File: src/rtl/fb_pkg.sv
// Shared definitions for the frame-buffer index manager: buffer roles,
// index width, default address map and the registered index state.
package fb_pkg;

  // Width of a buffer index; enough for up to four buffers.
  localparam int IDX_W = 2;

  // Role encoding of a single frame buffer.
  localparam logic [1:0] ROLE_FREE    = 2'd0;
  localparam logic [1:0] ROLE_WRITING = 2'd1;
  localparam logic [1:0] ROLE_READY   = 2'd2;
  localparam logic [1:0] ROLE_READING = 2'd3;

  // Default DDR placement of the buffer ring.
  localparam logic [31:0] DEF_BASE_ADDR    = 32'h1000_0000;
  localparam logic [31:0] DEF_FRAME_STRIDE = 32'h0004_0000;

  // Complete ownership state: who writes, who reads, and the optional
  // completed-but-unread frame. wr_valid=0 means the writer is stalled.
  typedef struct packed {
    logic [IDX_W-1:0] wr_idx;
    logic [IDX_W-1:0] rd_idx;
    logic [IDX_W-1:0] rdy_idx;
    logic             rdy_valid;
    logic             wr_valid;
  } fb_state_t;

endpackage

File: src/rtl/fb_edge_detect.sv
// Single-bit rising-edge detector. History resets to 1 so a level that is
// already high when reset releases is not mistaken for a new edge.
module fb_edge_detect (
  input  logic clk,
  input  logic rst_n,
  input  logic din,
  output logic rise
);

  logic prev;

  // Remember last cycle's input level.
  always_ff @(posedge clk or negedge rst_n) begin
    if (!rst_n) begin
      prev <= 1'b1;
    end else begin
      prev <= din;
    end
  end

  assign rise = din & ~prev;

endmodule

File: src/rtl/frame_buffer_manager.sv
// N-buffer (2..4) frame-buffer index manager. Tracks which DDR buffer the
// AXI writer fills and which one the reader scans out, swapping only at
// display frame start. All outputs are registered: an input edge seen in
// cycle n is reflected on the outputs in cycle n+1.
module frame_buffer_manager
  import fb_pkg::*;
#(
  parameter int                NUM_BUFS     = 3,
  parameter int                ADDR_W       = 32,
  parameter logic [ADDR_W-1:0] BASE_ADDR    = ADDR_W'(DEF_BASE_ADDR),
  parameter logic [ADDR_W-1:0] FRAME_STRIDE = ADDR_W'(DEF_FRAME_STRIDE),
  parameter bit                HOLD_MODE    = 1'b0,
  parameter int                CNT_W        = 16
) (
  input  logic              clk_100Mhz,
  input  logic              sys_rst_n,
  input  logic              wr_frame_done,
  input  logic              rd_frame_start,
  output logic [ADDR_W-1:0] wr_base_addr,
  output logic [ADDR_W-1:0] rd_base_addr,
  output logic [1:0]        wr_buf_idx,
  output logic [1:0]        rd_buf_idx,
  output logic              wr_buf_valid,
  output logic              swap_pulse,
  output logic [CNT_W-1:0]  frames_written,
  output logic [CNT_W-1:0]  frames_dropped,
  output logic [CNT_W-1:0]  frames_repeat
);

  if (NUM_BUFS < 2 || NUM_BUFS > 4) begin : g_bad_num_bufs
    $error("frame_buffer_manager: NUM_BUFS must be in 2..4");
  end

  localparam fb_state_t RST_STATE = '{
    wr_idx:    '0,
    rd_idx:    IDX_W'(NUM_BUFS - 1),
    rdy_idx:   '0,
    rdy_valid: 1'b0,
    wr_valid:  1'b1
  };

  // Byte address of a buffer; wraps silently in ADDR_W bits.
  function automatic logic [ADDR_W-1:0] idx_addr(input logic [IDX_W-1:0] idx);
    return BASE_ADDR + ADDR_W'(idx) * FRAME_STRIDE;
  endfunction

  // Lowest buffer index not in use by a, b, or (when c_v) c.
  // Result is {found, index}.
  function automatic logic [IDX_W:0] pick_free(input logic [IDX_W-1:0] a,
                                               input logic [IDX_W-1:0] b,
                                               input logic [IDX_W-1:0] c,
                                               input logic             c_v);
    logic [IDX_W:0] res;
    res = '0;
    for (int i = NUM_BUFS - 1; i >= 0; i--) begin
      if ((IDX_W'(i) != a) && (IDX_W'(i) != b) && !(c_v && (IDX_W'(i) == c))) begin
        res = {1'b1, IDX_W'(i)};
      end
    end
    return res;
  endfunction

  logic wr_ev;
  logic rd_ev;

  fb_edge_detect u_wr_edge (
    .clk   (clk_100Mhz),
    .rst_n (sys_rst_n),
    .din   (wr_frame_done),
    .rise  (wr_ev)
  );

  fb_edge_detect u_rd_edge (
    .clk   (clk_100Mhz),
    .rst_n (sys_rst_n),
    .din   (rd_frame_start),
    .rise  (rd_ev)
  );

  fb_state_t        st;
  fb_state_t        nx;
  logic             nx_swap;
  logic [CNT_W-1:0] nx_written;
  logic [CNT_W-1:0] nx_dropped;
  logic [CNT_W-1:0] nx_repeat;
  logic [IDX_W:0]   free_pick;

  // Next state: apply the writer completion first, then the reader frame
  // start on that result, so a simultaneous pair hands the fresh frame over.
  always_comb begin
    nx         = st;
    nx_swap    = 1'b0;
    nx_written = frames_written;
    nx_dropped = frames_dropped;
    nx_repeat  = frames_repeat;
    // The old READY buffer is excluded here: it is only a fallback (reclaim).
    free_pick  = pick_free(st.wr_idx, st.rd_idx, st.rdy_idx, st.rdy_valid);

    if (wr_ev) begin
      if (st.wr_valid) begin
        nx_written   = frames_written + CNT_W'(1);
        if (st.rdy_valid) begin
          nx_dropped = frames_dropped + CNT_W'(1);
        end
        nx.rdy_idx   = st.wr_idx;
        nx.rdy_valid = 1'b1;
        if (free_pick[IDX_W]) begin
          nx.wr_idx  = free_pick[IDX_W-1:0];
        end else if (!HOLD_MODE && st.rdy_valid) begin
          nx.wr_idx  = st.rdy_idx;
        end else begin
          nx.wr_valid = 1'b0;
        end
      end else begin
        nx_dropped = frames_dropped + CNT_W'(1);
      end
    end

    if (rd_ev) begin
      if (nx.rdy_valid) begin
        if (!nx.wr_valid) begin
          nx.wr_idx   = nx.rd_idx;
          nx.wr_valid = 1'b1;
        end
        nx.rd_idx    = nx.rdy_idx;
        nx.rdy_valid = 1'b0;
        nx_swap      = 1'b1;
      end else begin
        nx_repeat = frames_repeat + CNT_W'(1);
      end
    end
  end

  // Register bank: ownership state, pulse, counters and base addresses.
  always_ff @(posedge clk_100Mhz or negedge sys_rst_n) begin
    if (!sys_rst_n) begin
      st             <= RST_STATE;
      swap_pulse     <= 1'b0;
      frames_written <= '0;
      frames_dropped <= '0;
      frames_repeat  <= '0;
      wr_base_addr   <= idx_addr(RST_STATE.wr_idx);
      rd_base_addr   <= idx_addr(RST_STATE.rd_idx);
    end else begin
      st             <= nx;
      swap_pulse     <= nx_swap;
      frames_written <= nx_written;
      frames_dropped <= nx_dropped;
      frames_repeat  <= nx_repeat;
      wr_base_addr   <= idx_addr(nx.wr_idx);
      rd_base_addr   <= idx_addr(nx.rd_idx);
    end
  end

  assign wr_buf_idx   = st.wr_idx;
  assign rd_buf_idx   = st.rd_idx;
  assign wr_buf_valid = st.wr_valid;

endmodule

File: config.mk
export PLATFORM = sky130hd
export DESIGN_NAME = frame_buffer_manager
export DESIGN_NICKNAME = d
export VERILOG_FILES = /design/src/rtl/fb_pkg.sv /design/src/rtl/fb_edge_detect.sv /design/src/rtl/frame_buffer_manager.sv
export SDC_FILE = /design/constraint.sdc
export NUM_CORES = 1
export LEC_CHECK = 0
export BUFFER_PORTS_ARGS = -buffer_cell sky130_fd_sc_hd__buf_2
export CORE_ASPECT_RATIO = 0.5
export CORE_MARGIN = 3
export CORE_UTILIZATION = 49
export DETAILED_ROUTE_END_ITERATION = 12
export PLACE_DENSITY = 0.8
export SETUP_SLACK_MARGIN = 0.1
export SLEW_MARGIN = 20
export SYNTH_ARGS = -nofsm -noshare
export SYNTH_HDL_FRONTEND = slang
export SYNTH_SLANG_ARGS = --single-unit
File: constraint.sdc
create_clock -name clk_100Mhz -period 2.4 [get_ports clk_100Mhz]
set_input_delay 0.48 -clock clk_100Mhz [delete_from_list [all_inputs] [get_ports clk_100Mhz]]
set_output_delay 0.48 -clock clk_100Mhz [all_outputs]
set_load 0.02 [all_outputs]
==> results of run 1 <==
-- placed cells by master, fill, tap and decap left out, drive strengths merged, types with 2 or more instances in the layout --
master,count
buf,64
nand2,30
nand4,9
o21ai,5
xnor2,32
a22oi,2
and4,3
ha,3
nor2b,3
a21oi,6
dfrtp,55
conb,60
mux2,2
nor3,5
nand3b,3
a21o,2
dfstp,4
and3,4
inv,8
nor2,19
nand3,16
clkbuf,15
xor2,14
nor4,2
-- metal layers --
layer | vias up | share of wire (%)
met5 | - | 0
met4 | 0 | 2.3
met3 | 16 | 8.6
met2 | 99 | 46
met1 | 992 | 43
li1 | 1024 | -
-- through the flow --
step	hold slack (ps)	setup WS, ps
after floorplan	184	620
after global placement	456	539
after detailed placement	470	478
after CTS	174	443
after global routing	194	271
final	163	468
-- cell families after synthesis --
family / Yosys count / share of synthesized area [%]
simple gates: 100 / 17.0
buf+inv: 80 / 17.8
flops: 59 / 46.7
xor+xnor: 46 / 12.7
compound gates: 19 / 3.71
fa+ha+maj: 3 / 1.18
other cells: 2 / 0.237
mux: 2 / 0.710
-- power breakdown --
part	switching, mW	total [mW]	internal [mW]
Sequential	0.138	1.24	1.11
Combinational	0.367	0.540	0.173
Clock	0.393	1.28	0.887
Total	0.898	3.06	2.16
-- area by class of cell --
| cell class | count | area share, % |
|---|---|---|
| Inverter | 8 | 0.831 |
| Multi-Input combinational cell | 230 | 37.2 |
| Clock buffer | 15 | 7.69 |
| Sequential cell | 59 | 41.0 |
| Tap cell | 88 | 3.05 |
| Timing Repair Buffer | 64 | 9.42 |
| Clock inverter | 1 | 0.831 |
-- worst max-delay path: cells and delay by family (launching register included) --
kind | cells | cell delay [ps]
simple gates | 3 | 840
flops | 1 | 560
buf+inv | 1 | 220
xor+xnor | 1 | 210
-- registers in the layout, summed over array words and instances, names as in the netlist --
register / flops
frames_dropped: 16
frames_repeat: 16
frames_written: 16
rd_buf_idx: 2
st: 3
swap_pulse: 1
u_rd_edge.prev: 1
u_wr_edge.prev: 1
wr_buf_idx: 2
wr_buf_valid: 1
-- worst max path at each step --
stage | from | endpoint | slack [ps] | depth (start not counted)
2_1_floorplan | wr_buf_valid | frames_written[13] | 620 | 5
3_3_place_gp | rd_frame_start | frames_repeat[13] | 540 | 6
3_5_place_dp | wr_frame_done | frames_written[13] | 480 | 6
4_1_cts | wr_buf_valid | frames_written[13] | 440 | 5
5_1_grt | wr_buf_valid | frames_written[13] | 270 | 5
6_report | wr_buf_valid | frames_written[13] | 470 | 5
==> results.json, run 1 <==
{
  "antenna_cells": 0,
  "wl_per_cell_um": 12.5,
  "fin_area_sq_um": 3610,
  "numPortBuffers": 61,
  "drcViolationCount": 0,
  "cts.path.max_buffers": 2,
  "die_h_um": 62.9,
  "yosysTopAreaCell": "dfrtp_1",
  "area_delta_synth_final_pct": 13.9,
  "status": "complete, no violations",
  "worstMarginPinSlew_ps": 582,
  "vias": 2131,
  "fin_util_pct": 58.7,
  "synth.most_common_cell": "buf_4",
  "io_pins": 122,
  "fin_nets": 379,
  "grt_start_max_net_pins": 36,
  "ys_seq_area_share_pct": 46.7,
  "die_w_um": 120,
  "drive_gt1_share_pct": 24.1,
  "setup_viol": 0,
  "cts_hold_buf": 0,
  "register_area_sq_um": 1480,
  "ff2ff_path_depth": 5,
  "ir_drop_mv": 0.381,
  "r2r_setup_slack_ps": 470,
  "slowest_delay_ps": 560,
  "use_met2_pct": 27.0,
  "die_area_sq_um": 7540,
  "hpwl_mm": 4.20,
  "power_mw": 3.06,
  "cts_tree": "built",
  "grt_busiest_layer": "met2",
  "fmax_ghz": 0.518,
  "cts.clk_slew.worst_paths_ps": 50,
  "required_ps": 2630,
  "cp.arrival_ps": 2160,
  "std_cell_rows": 20,
  "grt_first_pass_wirelength_mm": 9.70,
  "cts_max_level": 3,
  "met1_usage_pct": 19.5,
  "synth_warnings": 0,
  "ant_nets": 0,
  "r2r_start": "wr_buf_valid",
  "end_kind": "register",
  "hold_viol": 0,
  "cts_root_buf": "clkbuf_16",
  "reg2reg_to": "frames_written[13]",
  "clkSinkCount": 59,
  "grt_use_total_pct": 16.3,
  "vias_per_cell": 4.58,
  "crit_slowest_cell": "dfstp_2",
  "first_global_vias": 1976,
  "fin_skew_ps": 7.06,
  "synth.distinct_cells": 40,
  "rsz0062_at_grt": "no",
  "timing.final.crit_share_pct": 80.5,
  "grt-ovfl-total": 0,
  "hold_class": "primary input to asynchronous set/reset pin",
  "multiInputGateArea_sq_um": 1340,
  "wl_mm": 5.83,
  "critPathKind": "register to register",
  "synthFlopType": "dfrtp_1",
  "fillers": 482,
  "synthArstFlopShare_pct": 100,
  "drtPass1Iterations": 4,
  "cts_resized": 0,
  "place_inst": 449,
  "synth_top_area_share_pct": 43.4,
  "netlist_area_sq_um": 3170,
  "synth_edf_count": 0,
  "core-area_sq_um": 6160,
  "startpoint_type": "register",
  "gp_congestion": 0.798,
  "start_util_pct": 51.5,
  "grt_antenna_before_repair": 0,
  "avgSynthCellArea_sq_um": 10.2,
  "clkLatencyLatePin_ps": 320,
  "drv_cap": 0,
  "met3_usage_pct": 5.88,
  "stdcell_count": 465,
  "first_iter_violations": 99,
  "fin_setup_tns_ps": 0,
  "fin_crit_ps": 1930,
  "ys_ff_latch": 59,
  "cts_inserted_buffers": 9,
  "synthTopCellsByCount": "68 x buf_4, 55 x dfrtp_1, 32 x xnor2_1, 30 x nand2_1, 17 x nor2_1",
  "yosys-top-cells-area": "dfrtp_1 43%, buf_4 16%, xnor2_1 8.8%, xor2_1 3.9%, nand2_1 3.5%",
  "place_area_sq_um": 3310,
  "cp_max_fo": 10,
  "pwr_density_cell_nw_per_um2": 848,
  "crit_path_cell_trace": "nand3b_1 > buf_4 > nor4_1 > nand4_1 > xnor2_1",
  "slew_viol_final": 0,
  "post_cts_buffers": 0,
  "p_leak_nw": 1.91,
  "slew_headroom_pct": 60.9,
  "postSynthCellCount": 311
}
No activity file was read; power rests on OpenSTA's default activity.
==> run 2: changes to the inputs <==
--- a/config.mk
+++ b/config.mk
@@ -8,9 +8,9 @@
 export BUFFER_PORTS_ARGS = -buffer_cell sky130_fd_sc_hd__buf_2
 export CORE_ASPECT_RATIO = 0.5
 export CORE_MARGIN = 3
-export CORE_UTILIZATION = 49
+export CORE_UTILIZATION = 44
 export DETAILED_ROUTE_END_ITERATION = 12
-export PLACE_DENSITY = 0.8
+export PLACE_DENSITY = 0.76
 export SETUP_SLACK_MARGIN = 0.1
 export SLEW_MARGIN = 20
 export SYNTH_ARGS = -nofsm -noshare
==> constraint.sdc (replaced) <==
create_clock -name clk_100Mhz -period 1.7 [get_ports clk_100Mhz]
set_input_delay 0.34 -clock clk_100Mhz [delete_from_list [all_inputs] [get_ports clk_100Mhz]]
set_output_delay 0.34 -clock clk_100Mhz [all_outputs]
set_load 0.02 [all_outputs]
==> results.json, run 2 (synthesis gave the netlist of run 1 again) <==
{
  "drtPass1Iterations": 6,
  "status": "complete, no violations",
  "io_pins": 122,
  "pwr_density_cell_nw_per_um2": 1100,
  "clkSinkCount": 59,
  "combPwrFrac_pct": 18.3,
  "fin_setup_tns_ps": 0,
  "fin_nets": 403,
  "cts.path.max_buffers": 2,
  "gp_congestion": 0.744,
  "grt_start_max_net_pins": 49,
  "ir_drop_mv": 0.596,
  "hold_start": "rd_frame_start",
  "layout_common_cells": "61 x buf_2, 60 x conb_1, 53 x dfrtp_1",
  "multiInputGateArea_sq_um": 1480,
  "grt_use_total_pct": 14.1,
  "clkLatencyLatePin_ps": 320,
  "slowest_delay_ps": 520,
  "p_leak_nw": 2.10,
  "end_kind": "register",
  "die_h_um": 66.1,
  "core-area_sq_um": 6830,
  "fin_crit_ps": 1700,
  "drv_cap": 0,
  "first_global_vias": 1920,
  "largestRegisters": "frames_dropped: 16 flops, frames_repeat: 16 flops, frames_written: 16 flops",
  "cts_root_buf": "clkbuf_16",
  "drcViolationCount": 0,
  "hold_viol": 0,
  "cts.clk_slew.worst_paths_ps": 50,
  "p_sw_share_pct": 31.3,
  "wl_mm": 6.08,
  "fmax_ghz": 0.589,
  "hold_slack_ps": 130,
  "rsz0062_at_grt": "yes",
  "intPower_mw": 3.00,
  "first_iter_violations": 109,
  "cts_max_level": 3,
  "crit_start": "u_wr_edge.prev",
  "wl_per_cell_um": 12.3,
  "hold_class": "primary input to register",
  "power_mw": 4.36,
  "ant_nets": 0,
  "std_cell_rows": 21,
  "crit_path_cell_trace": "nand3b_1 > nand4b_4 > or4_4 > nor3_4 > xor2_1",
  "register_area_sq_um": 1480,
  "hpwl_mm": 4.14,
  "fin_skew_ps": 4.51,
  "grt-ovfl-total": 0,
  "mostFrequentLayoutCell": "buf_2",
  "vias_per_cell": 4.60,
  "antenna_cells": 0,
  "fillers": 585,
  "area_delta_synth_final_pct": 24.7,
  "grt_first_pass_wirelength_mm": 9.29,
  "cts_inserted_buffers": 9,
  "numPortBuffers": 61,
  "timing.final.crit_share_pct": 99.8,
  "startpoint_type": "register",
  "die_area_sq_um": 8330,
  "die_w_um": 126,
  "cts_tree": "built",
  "critPathKind": "register to register",
  "required_ps": 1950,
  "clock_power_share_pct": 41.2,
  "switching_power_mw": 1.36,
  "drive_gt1_share_pct": 35.7,
  "setup_viol": 0,
  "cp_max_fo": 5,
  "grt_antenna_before_repair": 0,
  "pwr-share-seq_pct": 40.4,
  "crit_slowest_cell": "dfstp_2",
  "slew_viol_final": 0,
  "start_util_pct": 46.4,
  "r2r_start": "u_wr_edge.prev",
  "vias": 2269,
  "cp.arrival_ps": 1940
}
## run 2: metrics by stage
step	cells	utilization, %	cell area (sq um)	setup WS (ps)
2_1_floorplan	369	-	3420	29.6
3_3_place_gp	465	50.1	3430	65.0
3_5_place_dp	465	50.1	3430	38.9
4_1_cts	484	55.1	3770	24.2
5_1_grt	493	57.9	3960	-90.7
6_report	493	57.9	3960	3.38
## run 2: metal layers
layer	routed length, um	up-vias	GRT usage [%]
li1	-	1078	-
met1	2660	1090	17.8
met2	2880	96	22.6
met3	499	5	4.84
met4	43	0	5.21
met5	0	-	0
## run 2: layout make-up
class,instances,area share (%)
multi-input cells,230,37.5
flip-flops and latches,59,37.5
well taps,92,2.91
repair buffers,88,13.7
inverters,8,0.759
clock buffers,10,6.04
clock inverters,6,1.64
## run 2: repair_timing
item	CTS	global route
endpoints found under the hold margin	11	0
endpoints found under the setup margin	12	26
resized for setup	4	32
setup buffers	2	9
hold buffers	1	0
pin swaps	2	15
## run 2: critical path, delay by kind of cell, from the launching register on
family,cells,cell delay [ps]
xor+xnor,1,150
flops,1,520
simple gates,4,950
## run 2: power by group through the flow
| stage | clock network [mW] | registers (mW) | logic [mW] |
|---|---|---|---|
| floorplan | 0 | 1.92 | 0.441 |
| global placement | 0 | 1.77 | 0.751 |
| detailed placement | 0 | 1.77 | 0.760 |
| CTS | 1.85 | 1.75 | 0.781 |
| global route | 1.90 | 1.79 | 0.877 |
| finish | 1.80 | 1.76 | 0.800 |
## run 2: final timing paths
kind / endpoint / slack [ps] / cells past startpoint
setup reg to reg: frames_repeat[13] / 3 / 5
hold reg to reg: frames_written[15] / 460 / 1
hold / removal: u_rd_edge.prev / 130 / 1
max in group asynchronous: u_wr_edge.prev / 670 / 3
setup / recovery: frames_repeat[13] / 3 / 5
min in group asynchronous: frames_repeat[10] / 440 / 2
==> run 3: changes to the inputs <==
--- a/config.mk
+++ b/config.mk
@@ -6,11 +6,9 @@
 export NUM_CORES = 1
 export LEC_CHECK = 0
 export BUFFER_PORTS_ARGS = -buffer_cell sky130_fd_sc_hd__buf_2
-export CORE_ASPECT_RATIO = 0.5
 export CORE_MARGIN = 3
-export CORE_UTILIZATION = 44
+export CORE_UTILIZATION = 35
 export DETAILED_ROUTE_END_ITERATION = 12
-export PLACE_DENSITY = 0.76
 export SETUP_SLACK_MARGIN = 0.1
 export SLEW_MARGIN = 20
 export SYNTH_ARGS = -nofsm -noshare
==> constraint.sdc (replaced) <==
create_clock -name clk_100Mhz -period 1.7 [get_ports clk_100Mhz]
set_input_delay 0.17 -clock clk_100Mhz [delete_from_list [all_inputs] [get_ports clk_100Mhz]]
set_output_delay 0.17 -clock clk_100Mhz [all_outputs]
set_load 0.02 [all_outputs]
==> results.json, run 3 (synthesis gave the netlist of run 1 again) <==
{
  "status": "finished, violations left",
  "clkSinkCount": 59,
  "hpwl_mm": 4.49,
  "setup_ws_ps": -31.1,
  "required_ps": 1920,
  "clock_power_share_pct": 36.3,
  "cts.clk_slew.worst_paths_ps": 70,
  "fin_util_pct": 44.3,
  "place_area_sq_um": 3450,
  "p_sw_share_pct": 31.8,
  "grt_first_pass_wirelength_mm": 9.74,
  "hold_start": "rd_frame_start",
  "drtPass1Iterations": 4,
  "grt_antenna_before_repair": 0,
  "fin_crit_ps": 1730,
  "vias": 2215,
  "vias_per_cell": 4.31,
  "start_util_pct": 36.2,
  "pwr_density_cell_nw_per_um2": 1030,
  "cts_tree": "built",
  "first_global_vias": 2031,
  "combPwrFrac_pct": 20.2,
  "die_h_um": 101,
  "intPower_mw": 2.74,
  "die_area_sq_um": 10200,
  "area_delta_synth_final_pct": 22.4,
  "largestRegisters": "frames_dropped: 16 flops, frames_repeat: 16 flops, frames_written: 16 flops",
  "drcViolationCount": 0,
  "fin_setup_tns_ps": -50.8,
  "cts_max_level": 3,
  "mostFrequentLayoutCell": "buf_2",
  "hold_viol": 0,
  "rsz0062_at_grt": "yes",
  "power_mw": 4.02,
  "wl_mm": 6.15,
  "io_pins": 122,
  "cp_max_fo": 5,
  "gp_congestion": 0.767,
  "cp.arrival_ps": 1950,
  "crit_start": "u_wr_edge.prev",
  "antenna_cells": 0,
  "timing.final.crit_share_pct": 102,
  "core-area_sq_um": 8760,
  "grt-ovfl-total": 0,
  "cts_root_buf": "clkbuf_8",
  "slew_viol_final": 0,
  "grt_use_total_pct": 12.1,
  "switching_power_mw": 1.28,
  "p_leak_nw": 2.08,
  "hold_class": "primary input to register",
  "std_cell_rows": 34,
  "cts.path.max_buffers": 2,
  "r2r_start": "u_wr_edge.prev",
  "drv_cap": 0,
  "fin_skew_ps": 13.7,
  "r2r_setup_slack_ps": -30,
  "ir_drop_mv": 0.523,
  "fillers": 867,
  "end_kind": "register",
  "startpoint_type": "register",
  "first_iter_violations": 58,
  "clkLatencyLatePin_ps": 340,
  "wl_per_cell_um": 12.0,
  "setup_viol": 2,
  "numPortBuffers": 61,
  "fmax_ghz": 0.578,
  "die_w_um": 101,
  "fin_area_sq_um": 3880,
  "layout_common_cells": "61 x buf_2, 60 x conb_1, 54 x dfrtp_1",
  "cts_inserted_buffers": 9,
  "critPathKind": "register to register",
  "drive_gt1_share_pct": 33.5,
  "ant_nets": 0,
  "violations": "setup timing",
  "fin_nets": 408,
  "pwr-share-seq_pct": 43.5,
  "grt_start_max_net_pins": 37
}
## run 3: cell count changes in the layout (fill, tap and decap cells not counted), sizes merged
cell,previous run,this run
buf,87,90
bufinv,1,2
clkbuf,10,12
clkinvlp,4,1
dlygate4sd3,1,3
## run 3: cell type report
class | instances | area [sq um] | share of cell area [%]
clock buffers | 12 | 155 | 3.99
repair buffers | 93 | 568 | 14.6
inverters | 8 | 30.0 | 0.773
well taps | 108 | 135 | 3.48
multi-input cells | 230 | 1440 | 37.1
clock inverters | 4 | 72.6 | 1.87
flip-flops and latches | 59 | 1480 | 38.2
## run 3: per-layer routing
metal  GRT usage [%]  share of wire [%]
met5               0                  0
met2            18.9                 49
met1            15.5                 43
met3            3.31                7.0
met4            6.13                1.3
## run 3: power groups by stage
stage	Sequential, mW	Clock (mW)	Combinational, mW
after floorplan	1.92	0	0.441
after global placement	1.76	0	0.752
after detailed placement	1.77	0	0.761
after CTS	1.75	1.51	0.785
after global routing	1.78	1.58	0.882
final	1.75	1.46	0.810
## run 3: what timing repair did
action	CTS	global route
gates resized for setup	9	15
setup buffers	2	10
endpoints found under the hold margin	57	0
pin swaps	3	19
hold buffers	3	0
endpoints found under the setup margin	16	26
## run 3: path summary, 6_finish.rpt
kind | endpoint | cells after the start
setup / recovery | frames_repeat[7] | 5
hold / removal | st[1] | 3
setup reg to reg | frames_repeat[7] | 5
hold reg to reg | frames_repeat[15] | 1
max in group asynchronous | frames_written[6] | 3
min in group asynchronous | frames_written[8] | 3
## run 3: metrics by stage
| step | worst slack [ps] | hold slack [ps] | std cells |
|---|---|---|---|
| after floorplan | 29.6 | -126 | 369 |
| after global placement | 6.07 | 190 | 483 |
| after detailed placement | -51.2 | 195 | 483 |
| after CTS | -31.6 | 221 | 504 |
| after global routing | -159 | 249 | 514 |
| final | -31.1 | 231 | 514 |
## run 3: critical path: stages (launching register included)
cell and delay [ps]:
dfstp_2 530, nand3b_1 200, nand4b_4 120, or4_4 490, buf_4 170, xnor2_1 110
